## config.mk

```make
export PLATFORM = sky130hd
export DESIGN_NAME = sw_debounce
export DESIGN_NICKNAME = d
export VERILOG_FILES = /design/src/rtl/sw_debounce_bit.sv /design/src/rtl/sw_debounce.sv
export SDC_FILE = /design/constraint.sdc
export NUM_CORES = 1
export LEC_CHECK = 0
export ABC_AREA = 1
export BUFFER_PORTS_ARGS = -buffer_cell sky130_fd_sc_hd__buf_2
export CAP_MARGIN = 25
export CORE_ASPECT_RATIO = 1.2
export CORE_MARGIN = 5
export CORE_UTILIZATION = 64
export CTS_CLUSTER_DIAMETER = 120
export DETAILED_ROUTE_END_ITERATION = 7
export HOLD_SLACK_MARGIN = 0.06
export PLACE_DENSITY = 0.82
export SYNTH_ARGS = -nofsm -noshare
export SYNTH_HDL_FRONTEND = slang
export SYNTH_SLANG_ARGS = --single-unit
```

## constraint.sdc

```tcl
create_clock -name wb_clk_i -period 4.95 [get_ports wb_clk_i]
set_clock_uncertainty 0.15 [all_clocks]
set_input_delay 0.99 -clock wb_clk_i [delete_from_list [all_inputs] [get_ports wb_clk_i]]
set_output_delay 0.99 -clock wb_clk_i [all_outputs]
set_load 0.01 [all_outputs]
```

## src/rtl/sw_debounce_bit.sv

```systemverilog
// One switch bit: two-flop synchronizer, tick-qualified stability counter and
// debounced output flop. upd_o flags the edge on which the output will change.
module sw_debounce_bit #(
  parameter int STABLE_TICKS = 10
) (
  input  logic wb_clk_i,
  input  logic rst_,
  input  logic tick_i,
  input  logic raw_i,
  output logic sw_o,
  output logic upd_o
);

  localparam int CNT_W = $clog2(STABLE_TICKS + 1);

  typedef enum logic {
    ST_STABLE   = 1'b0,
    ST_COUNTING = 1'b1
  } state_e;

  logic             sync1_q, sync1_d;
  logic             sync2_q, sync2_d;
  logic             sw_q, sw_d;
  logic [CNT_W-1:0] cnt_q, cnt_d;
  logic             upd_s;
  state_e           state_s;

  // The state is fully implied by whether the synchronized input matches the output.
  always_comb begin
    if (sync2_q != sw_q) begin
      state_s = ST_COUNTING;
    end else begin
      state_s = ST_STABLE;
    end
  end

  // Next-state logic: any cycle of agreement restarts qualification.
  always_comb begin
    sync1_d = raw_i;
    sync2_d = sync1_q;
    sw_d    = sw_q;
    cnt_d   = cnt_q;
    upd_s   = 1'b0;
    case (state_s)
      ST_STABLE: begin
        cnt_d = {CNT_W{1'b0}};
      end
      ST_COUNTING: begin
        if (tick_i) begin
          if (cnt_q == CNT_W'(STABLE_TICKS - 1)) begin
            sw_d  = sync2_q;
            cnt_d = {CNT_W{1'b0}};
            upd_s = 1'b1;
          end else begin
            cnt_d = cnt_q + CNT_W'(1);
          end
        end else begin
          cnt_d = cnt_q;
        end
      end
      default: begin
        cnt_d = {CNT_W{1'b0}};
      end
    endcase
  end

  // Synchronizer and output reset high to match an idle (pulled-up) switch.
  always_ff @(posedge wb_clk_i or negedge rst_) begin
    if (!rst_) begin
      sync1_q <= 1'b1;
      sync2_q <= 1'b1;
      sw_q    <= 1'b1;
      cnt_q   <= {CNT_W{1'b0}};
    end else begin
      sync1_q <= sync1_d;
      sync2_q <= sync2_d;
      sw_q    <= sw_d;
      cnt_q   <= cnt_d;
    end
  end

  assign sw_o  = sw_q;
  assign upd_o = upd_s;

endmodule

```

## src/rtl/sw_debounce.sv

```systemverilog
// Switch conditioning for the GPIO slave: per-bit sync + debounce against a
// shared free-running tick, plus a change pulse and sticky change mask.
module sw_debounce #(
  parameter int WIDTH        = 8,
  parameter int CLK_DIV      = 25000,
  parameter int STABLE_TICKS = 10
) (
  input  logic             wb_clk_i,
  input  logic             rst_,
  input  logic [WIDTH-1:0] sw_raw_,
  input  logic             clr_i,
  output logic [WIDTH-1:0] sw_,
  output logic             chg_o,
  output logic [WIDTH-1:0] chg_mask_o
);

  localparam int DIV_W = (CLK_DIV > 1) ? $clog2(CLK_DIV) : 1;

  logic [DIV_W-1:0] div_q, div_d;
  logic             tick_s;
  logic [WIDTH-1:0] upd_s;
  logic             chg_q, chg_d;
  logic [WIDTH-1:0] mask_q, mask_d;

  // Prescaler free-runs regardless of switch activity.
  always_comb begin
    tick_s = (div_q == DIV_W'(CLK_DIV - 1));
    if (tick_s) begin
      div_d = {DIV_W{1'b0}};
    end else begin
      div_d = div_q + DIV_W'(1);
    end
  end

  for (genvar g = 0; g < WIDTH; g++) begin : g_bit
    sw_debounce_bit #(
      .STABLE_TICKS(STABLE_TICKS)
    ) u_bit (
      .wb_clk_i(wb_clk_i),
      .rst_    (rst_),
      .tick_i  (tick_s),
      .raw_i   (sw_raw_[g]),
      .sw_o    (sw_[g]),
      .upd_o   (upd_s[g])
    );
  end

  // A clear coinciding with an update keeps only the bits updating now.
  always_comb begin
    chg_d = |upd_s;
    if (clr_i) begin
      mask_d = upd_s;
    end else begin
      mask_d = mask_q | upd_s;
    end
  end

  // Prescaler, change pulse and sticky mask registers.
  always_ff @(posedge wb_clk_i or negedge rst_) begin
    if (!rst_) begin
      div_q  <= {DIV_W{1'b0}};
      chg_q  <= 1'b0;
      mask_q <= {WIDTH{1'b0}};
    end else begin
      div_q  <= div_d;
      chg_q  <= chg_d;
      mask_q <= mask_d;
    end
  end

  assign chg_o      = chg_q;
  assign chg_mask_o = mask_q;

endmodule

```

== Yosys cells after proc, flatten, opt, wreduce, memory -nomap -nowiden ==
Index checks and enable logic that the tools add are counted.

* Bits in registers: 80
* Bits of input ports: 11

* Add/subtract/negate cells: 9
* Equality and inequality tests: 25
* Multiplexer cells: 58
* Bitwise operators: 9
* Reductions and logical operators: 9

{| class="wikitable"
|+ Operators with widths
! operator !! count
|-
| two-way mux 4 bit || 16
|-
| one-hot mux 4 bit (2 select lines) || 8
|-
| adder 4 x 1 -> 4 bit (second input constant) || 8
|-
| equality test 4 bit (second input constant) || 8
|-
| two-way mux 1 bit || 32
|-
| AND reduction 3 bit || 8
|-
| adder 15 x 1 -> 15 bit (second input constant) || 1
|-
| equality test 15 bit (second input constant) || 1
|-
| two-way mux 15 bit || 1
|-
| != test 2 bit (second input constant) || 7
|-
| two-way mux 8 bit || 1
|-
| != test 1 bit || 8
|-
| inverter 1 bit || 8
|-
| OR 8 bit || 1
|-
| OR reduction 8 bit || 1
|-
| != test 2 x 1 -> 1 bit (second input constant) || 1
|}

== Longest topological paths before layout ==
Gate-level depths: netlist of the first run.

* Depth in word-level cells: 6
* Depth in mapped cells: 11

== Hierarchy ==
A second synthesis of the first run with hierarchy kept.

* Cells, all modules: 542
* Area total of the unflattened synthesis: 4240.3 um2

{| class="wikitable"
|+ By module, submodules not included
! module !! instances !! cells each !! area each (um2) !! sequential area each (um2)
|-
| sw_debounce_bit || 8 || 48 || 375.4 || 178.9
|-
| sw_debounce || 1 || 158 || 1237.4 || 600.6
|}

== Least setup slack after synthesis of the first run ==
No wires, ideal clock.

* Path type: register -> output
* From: register g_bit[0].u_bit.sw_q
* To: output port sw_[0]
* Data arrival time: 0.633 ns
* Required time: 3.810 ns
* Slack: 3.177 ns
* Stages on the path, launching flop included: 2
* Buffers on the path: 1
* Cells stage by stage: dfstp_2 -> buf_4

{| class="wikitable"
|+ RTL lines
! element !! line !! text
|-
| start: declaration || sw_debounce_bit.sv:23 || <nowiki>logic sw_q, sw_d;</nowiki>
|-
| start signal: assignment || sw_debounce_bit.sv:77 || <nowiki>sw_q <= sw_d;</nowiki>
|-
| end: declaration || sw_debounce.sv:12 || <nowiki>output logic [WIDTH-1:0] sw_,</nowiki>
|}

No word-level cell between the ends.

== Worst setup path in the final report of the first run ==
* From: register g_bit[0].u_bit.sw_q
* To: output port sw_[0]

No word-level cell between the ends.

==> results of run 1 <==
cells in the mapped netlist (3+ instances only):
cell type                  n  share of area [%]
sky130_fd_sc_hd__xor2_1   23                5.2
sky130_fd_sc_hd__o22ai_1   5               0.81
sky130_fd_sc_hd__nand3_1  36                4.7
sky130_fd_sc_hd__dfstp_2  24                 16
sky130_fd_sc_hd__ha_1     17                5.5
sky130_fd_sc_hd__nand4_1  11                1.8
sky130_fd_sc_hd__nor2_1   48                4.7
sky130_fd_sc_hd__nand2_1  70                6.8
sky130_fd_sc_hd__inv_1    48                4.7
sky130_fd_sc_hd__a21oi_1  14                1.8
sky130_fd_sc_hd__dfrtp_1  56                 36
sky130_fd_sc_hd__inv_2     8               0.78
sky130_fd_sc_hd__o21ai_0  16                2.1
sky130_fd_sc_hd__buf_6     3               0.87
sky130_fd_sc_hd__buf_4     9                1.7
sky130_fd_sc_hd__o21ai_1  14                1.8
sky130_fd_sc_hd__nand2_2   5               0.81
placed cells by master, fill, tap and decap left out, types with 2 or more instances in the layout:
| cell | n |
|---|---|
| sky130_fd_sc_hd__buf_2 | 26 |
| sky130_fd_sc_hd__a21oi_1 | 14 |
| sky130_fd_sc_hd__nand2_4 | 2 |
| sky130_fd_sc_hd__nand3_1 | 36 |
| sky130_fd_sc_hd__clkinv_2 | 2 |
| sky130_fd_sc_hd__xnor2_1 | 2 |
| sky130_fd_sc_hd__o21ai_0 | 16 |
| sky130_fd_sc_hd__dfrtp_1 | 56 |
| sky130_fd_sc_hd__nand2_1 | 70 |
| sky130_fd_sc_hd__dfstp_2 | 24 |
| sky130_fd_sc_hd__clkbuf_8 | 11 |
| sky130_fd_sc_hd__nor2_1 | 48 |
| sky130_fd_sc_hd__inv_2 | 8 |
| sky130_fd_sc_hd__nand3_2 | 2 |
| sky130_fd_sc_hd__o21ai_1 | 14 |
| sky130_fd_sc_hd__xor2_1 | 23 |
| sky130_fd_sc_hd__ha_1 | 17 |
| sky130_fd_sc_hd__nor3_1 | 2 |
| sky130_fd_sc_hd__inv_1 | 48 |
| sky130_fd_sc_hd__nand4_1 | 11 |
| sky130_fd_sc_hd__nand2_2 | 5 |
| sky130_fd_sc_hd__clkbuf_1 | 2 |
| sky130_fd_sc_hd__o22ai_1 | 5 |
logic make-up (layout without fill, tap and decap cells):
kind of cell,Yosys count,in the layout
XOR/XNOR,25,25
adder cells (fa/ha/maj),17,17
flip-flops,80,80
AND/OR/NAND/NOR,182,182
AO/OA/AOI/OAI,49,49
buffers and inverters,68,100
per-stage QoR:
step / total power, µW / cell area, µm²
2_1_floorplan: 693 / 3860
3_3_place_gp: 714 / 4000
3_5_place_dp: 715 / 4000
4_1_cts: 1190 / 4200
5_1_grt: 1220 / 4230
6_report: 1180 / 4230
layout make-up:
type	instances	area, µm²	share of cell area (%)
sequential	80	2030	48.0
multi-input combinational	273	1520	35.9
inverter	56	210	4.97
timing repair buffer	28	165	3.91
clock buffer	13	159	3.76
tap	82	103	2.43
clock inverter	3	40.0	0.947
worst register-to-register path: stages (launching register included):
cell and delay [ps]:
sky130_fd_sc_hd__dfrtp_1 370, sky130_fd_sc_hd__ha_1 180, sky130_fd_sc_hd__nand2_1 90, sky130_fd_sc_hd__inv_2 80, sky130_fd_sc_hd__nand2_2 80, sky130_fd_sc_hd__nor2_8 200
sky130_fd_sc_hd__nand2_4 200, sky130_fd_sc_hd__inv_2 380, sky130_fd_sc_hd__nand3b_1 150, sky130_fd_sc_hd__o21ai_0 190
power by group through the flow:
| stage | logic [µW] | clock network, µW | registers (µW) |
|---|---|---|---|
| floorplan | 12.9 | 0 | 680 |
| global placement | 33.4 | 0 | 681 |
| detailed placement | 33.6 | 0 | 681 |
| CTS | 33.9 | 485 | 669 |
| global route | 41.0 | 510 | 670 |
| finish | 35.9 | 477 | 669 |
routing by layer:
metal  share of wire, %  vias to the layer above
li1                   -                     1394
met1                 45                     1298
met2                 50                       55
met3                3.6                       12
met4                1.7                        0
met5                  0                        -
state kept, by name, summed over array words and instances (netlist names):
signal               count
chg_mask_o               8
div_q                   15
g_bit.u_bit.cnt_q       32
g_bit.u_bit.sync2_q      8
chg_o                    1
g_bit.u_bit.sw_o         8
g_bit.u_bit.sync1_q      8
worst max-delay path by stage:
stage	start	endpoint	slack (ps)
global placement	div_q[0]	g_bit[6].u_bit.cnt_q[1]	2900
detailed placement	div_q[0]	g_bit[6].u_bit.cnt_q[1]	2800
finish	g_bit[0].u_bit.sw_o	sw_[0]	2770
floorplan	g_bit[0].u_bit.sw_o	sw_[0]	3180
CTS	g_bit[0].u_bit.sw_o	sw_[0]	2760
global route	div_q[0]	g_bit[6].u_bit.cnt_q[1]	2540
==> qor.txt, run 1 <==
Clock-pin transition on the worst setup and hold timing paths: 70 ps
Proportion of layout cells with a drive suffix above 1: 19.2%
Combinational share of power: 3.0%
Internal Power: 935 µW
Die boundary height: 95.1 µm
Number of instances in the placed design: 518
Maximum number of pins on one net before global-route repair: 81
Endpoint class of the critical path: output pin
Core area: 0.00597 mm²
Number of buffers on the longest clock path: 2
Slack of the critical path: 2770 ps
Hold violation total from the final report: 0
Final-report setup violation count: 0
Core occupancy in the finished layout: 70.8%
Number of gates on the worst path with buffers counted: 1
Leakage power total: 0.00220 µW
Port Buffer Count: 27
Root buffer selected by CTS: sky130_fd_sc_hd__clkbuf_8
Post-CTS setup buffer count: 0
Critical path buffer and inverter count: 1
Slew of the pin with the lowest slew margin: 648 ps
Filler instances: 468
Power per cell area: 279 mW/mm²
Die Width: 80.9 µm
Category of the most critical setup path: flip-flop to output pin
Final non-filler cell total: 535
Switching share of power: 20.9%
Routing layer with the top usage in global route: met2
Net count after synthesis: 449
Net count, final: 476
Data required time of the critical path: 3810 ps
Worst r2r dst: g_bit[6].u_bit.cnt_q[1]
WL/cell: 13.0 µm
Share of the yosys chip area belonging to registers: 52.6%
Overall die area: 0.00770 mm²
GR met1 Demand/Resource: 27.6%
Largest family of logic cells by synthesized area: simple AND/OR/NAND/NOR gates
Register bit count reported by yosys: 80
Worst-case reg-to-reg path depth: 9
Worst hold slack: 207 ps
Count of routing violations after the opening detailed-route iteration: 139
GRT met2 Usage: 32.7%
Rows: 31
Chain of cells forming the critical path: buf_2
Area share of xor/xnor cells in the synthesized design: 5.67%
Part of the total power dissipated in sequential elements: 56.6%
Syn avg cell area: 9.18 µm²
Detail Placement HPWL: 4860 µm
Setup TNS: 0 ps
Startpoint of the most critical hold path: g_bit[0].u_bit.sync1_q
Switching pwr: 247 µW
Worst hold path endpoint: g_bit[0].u_bit.sync2_q
CTS tree: built
Number of buffers created by CTS: 9
Hold crit path type: flip-flop to flip-flop
Startpoint of the lowest-slack register-to-register path: div_q[0]
Max Clk Rate: 459 MHz
Synthesized cell area: 0.00386 mm²
Final GP Congestion: 0.846
Synthesized-area fraction occupied by ao, oa, aoi and oai cells: 6.51%
Critical Path Start Type: flip-flop
Post-detailed-routing wire length: 6970 µm
Antenna violations before repair: 0
Max-slew violation count: 0
Fraction of the mapped netlist area in adder cells: 5.51%
RSZ-0062 raised after global routing: no
Result of the run: complete, no violations
Post-Place Setup Slack: 2800 ps
Simple logic cell fraction of the synthesized area: 21.7%
Vias in the first global route: 2743
Remaining design rule violation count: 0
Total gr overflow: 0
Number of ports placed on the die boundary: 28
# resized after CTS: 0
Most used flip-flop cell after synthesis: sky130_fd_sc_hd__dfrtp_1
Headroom to the max-slew limit: 56.7%
Overall Global Routing Usage: 20.4%
Synthesized netlist cell count: 421
Global-route wire length before repair: 12200 µm
Proportion of power drawn by the clock network: 40.3%
Crit-path max FO: 3
Clk Latency, worst-skew pair: 340 ps
H-Tree Level Count: 3
Share of the clock period used by the worst path after layout: 44.1%
Count of TritonRoute iterations in the first routing pass: 4
Global-route met3 utilization: 3.69%
Endpoint arrival time on the critical path: 1040 ps
Number of vias after detailed routing: 2759
Number of enable flip-flop cells after synthesis: 0
Number of antenna repair diodes: 0
Hold Path Depth: 0
CP top delay family: flip-flops
Worst path slowest cell: sky130_fd_sc_hd__dfstp_2
Worst path max stage delay: 570 ps
Initial Util: 64.7%
Share of flip-flops with an asynchronous set or reset: 100%
Number of distinct standard cells referenced by the synthesized netlist: 27
Internal reg-to-reg setup slack: 2780 ps
Hold-fix buffers, CTS: 0
Syn-to-layout area delta: 9.46%
YS warnings: 0
Final critical path time including I/O delays and setup: 2180 ps
Vias/cell: 5.16
CTS Sinks: 80
DRT antenna net count: 0
Maximum capacitance violations: 0
Multiplexer share of the synthesized area: 0%
Maximum vdd drop: 0.000209 V
(Power assumes the default switching activity.)
==> inputs of run 2 (changes only) <==
--- a/config.mk
+++ b/config.mk
@@ -10,11 +10,11 @@
 export CAP_MARGIN = 25
 export CORE_ASPECT_RATIO = 1.2
 export CORE_MARGIN = 5
-export CORE_UTILIZATION = 64
+export CORE_UTILIZATION = 54
 export CTS_CLUSTER_DIAMETER = 120
 export DETAILED_ROUTE_END_ITERATION = 7
 export HOLD_SLACK_MARGIN = 0.06
-export PLACE_DENSITY = 0.82
+export PLACE_DENSITY = 0.73
 export SYNTH_ARGS = -nofsm -noshare
 export SYNTH_HDL_FRONTEND = slang
 export SYNTH_SLANG_ARGS = --single-unit
==> constraint.sdc (replaced) <==
create_clock -name wb_clk_i -period 1.75 [get_ports wb_clk_i]
set_clock_uncertainty 0.15 [all_clocks]
set_input_delay 0.35 -clock wb_clk_i [delete_from_list [all_inputs] [get_ports wb_clk_i]]
set_output_delay 0.35 -clock wb_clk_i [all_outputs]
set_load 0.01 [all_outputs]
==> run 2 against run 1 <==
Routed wire length grew 8.3%. Die area grew 16%. Worst hold slack worse by 50 ps. Core utilization shrank 5.0 points. Non-clock buffer count is 31 higher. Flip-flop and latch count unchanged.
==> qor.txt, run 2 (same netlist as run 1, synthesis figures left out) <==
Switching pwr: 727 µW
Overall Global Routing Usage: 18.6%
Biggest regs: g_bit.u_bit.cnt_q: 32 flops, div_q: 15 flops
RSZ-0062 raised after global routing: yes
Worst path max stage delay: 380 ps
Global-route wire length before repair: 13000 µm
DRT antenna net count: 0
Core area: 0.00690 mm²
Leakage power total: 0.00235 µW
Max reg flops: 32
Rows: 33
Worst path slowest cell: sky130_fd_sc_hd__dfrtp_1
Initial Util: 56.0%
Overall die area: 0.00895 mm²
CTS Sinks: 80
Number of ports placed on the die boundary: 28
Proportion of layout cells with a drive suffix above 1: 23.8%
Worst hold slack: 158 ps
Number of vias after detailed routing: 2913
WL/cell: 13.2 µm
Max-slew violation count: 0
Crit-path max FO: 6
Setup TNS: 0 ps
CP most frequent cell: sky130_fd_sc_hd__nand2_1
Tot Pwr: 3360 µW
Remaining design rule violation count: 0
Detail Placement HPWL: 5250 µm
Post-detailed-routing wire length: 7550 µm
Total gr overflow: 0
Result of the run: complete, no violations
Number of buffers on the longest clock path: 2
Most frequent cells in the layout: sky130_fd_sc_hd__nand2_1, sky130_fd_sc_hd__dfrtp_1, sky130_fd_sc_hd__inv_1, sky130_fd_sc_hd__nor2_1, sky130_fd_sc_hd__nand3_1
Most common cell after layout, fill and taps aside: sky130_fd_sc_hd__nand2_1
Maximum capacitance violations: 0
Count of routing violations after the opening detailed-route iteration: 117
Part of the total power dissipated in sequential elements: 56.4%
Number of antenna repair diodes: 0
Switching share of power: 21.7%
Final critical path time including I/O delays and setup: 1730 ps
Hold violation total from the final report: 0
Clock-pin transition on the worst setup and hold timing paths: 80 ps
Vias/cell: 5.10
Critical Path Start Type: flip-flop
Startpoint of the lowest-slack register-to-register path: div_q[1]
Startpoint of the most critical hold path: clr_i
Headroom to the max-slew limit: 72.2%
Internal Power: 2630 µW
Antenna violations before repair: 0
Final GP Congestion: 0.810
Net count, final: 507
Max Clk Rate: 578 MHz
H-Tree Level Count: 3
CTS tree: built
Share of the clock period used by the worst path after layout: 98.8%
Proportion of power drawn by the clock network: 39.8%
Critical Path Start: div_q[1]
Maximum number of pins on one net before global-route repair: 46
Final-report setup violation count: 0
Port Buffer Count: 27
CP top delay family: simple AND/OR/NAND/NOR gates
Data required time of the critical path: 1830 ps
Hold crit path type: input pin to flip-flop
Category of the most critical setup path: flip-flop to flip-flop
Clk Latency, worst-skew pair: 340 ps
Top reg by flops: g_bit.u_bit.cnt_q
Critical path buffer and inverter count: 3
Endpoint class of the critical path: flip-flop
Number of buffers created by CTS: 9
Chain of cells forming the critical path: ha_2 -> nand2_2 -> inv_2 -> nand2_4 -> nor2_8 -> nand2_4 -> buf_4 -> nand2_1 -> inv_1 -> nand2_1 -> nand2_1
Die boundary height: 103 µm
Power per cell area: 739 mW/mm²
Vias in the first global route: 2890
Endpoint arrival time on the critical path: 1810 ps
Count of TritonRoute iterations in the first routing pass: 5
Root buffer selected by CTS: sky130_fd_sc_hd__clkbuf_8
Syn-to-layout area delta: 17.5%
Slew of the pin with the lowest slew margin: 416 ps
Die Width: 87.2 µm
Maximum vdd drop: 0.000563 V
Combinational share of power: 3.8%
==> run 2: cell types whose count changed in the layout (fill, tap and decap cells not counted), moves of 2 or more <==
cell,delta
sky130_fd_sc_hd__buf_4,+19
sky130_fd_sc_hd__buf_12,+2
sky130_fd_sc_hd__buf_6,+2
sky130_fd_sc_hd__a21oi_2,+2
sky130_fd_sc_hd__nand2_4,+2
sky130_fd_sc_hd__dlygate4sd3_1,+9
sky130_fd_sc_hd__a21oi_1,-2
==> run 2: stage by stage <==
stage	setup WS, ps	instance area, µm²	std cells	utilization [%]
after floorplan	131	3860	421	-
after global placement	23.1	4170	541	60.5
after detailed placement	-34.6	4170	541	60.5
after CTS	4.72	4460	567	64.7
after global routing	-54.4	4540	571	65.8
final	20.6	4540	571	65.8
==> run 2: layout make-up <==
| type | count | area, µm² |
|---|---|---|
| fillers | 546 | 2360 |
| inverters | 56 | 213 |
| flip-flops and latches | 80 | 2030 |
| multi-input cells | 273 | 1560 |
| clock buffers | 13 | 149 |
| clock inverters | 3 | 42.5 |
| repair buffers | 59 | 433 |
| well taps | 87 | 109 |
==> run 2: worst paths after layout <==
path | end | cells past startpoint | slack (ps)
max | g_bit[4].u_bit.cnt_q[3] | 11 | 20
min | chg_mask_o[1] | 2 | 160
max reg2reg | g_bit[4].u_bit.cnt_q[3] | 11 | 20
min reg2reg | g_bit[5].u_bit.sync2_q | 0 | 200
max in group asynchronous | g_bit[5].u_bit.sync1_q | 3 | 600
min in group asynchronous | div_q[10] | 2 | 250
==> run 2: per-layer routing <==
metal  share of wire, %  vias to the layer above  track usage [%]  wire [µm]
met5                  0                        -                0          0
met3                3.7                       11             4.80        276
met1                 46                     1393             24.5       3460
met2                 49                       53             30.0       3690
li1                   -                     1456                -          -
met4                1.7                        0             6.38        125
==> run 2: power by group through the flow <==
| stage | logic, µW | clock network (µW) | registers (µW) |
|---|---|---|---|
| finish | 126 | 1340 | 1890 |
| global route | 144 | 1470 | 1890 |
| CTS | 125 | 1370 | 1890 |
| detailed placement | 109 | 0 | 1930 |
| global placement | 107 | 0 | 1930 |
| floorplan | 36.6 | 0 | 1920 |
==> run 2: timing repair <==
action | CTS | global route
hold buffers | 9 | 0
setup endpoints to repair | 9 | 34
endpoints found under the hold margin | 66 | 0
setup buffers | 1 | 4
gates resized for setup | 1 | 11
pin swaps | 0 | 4
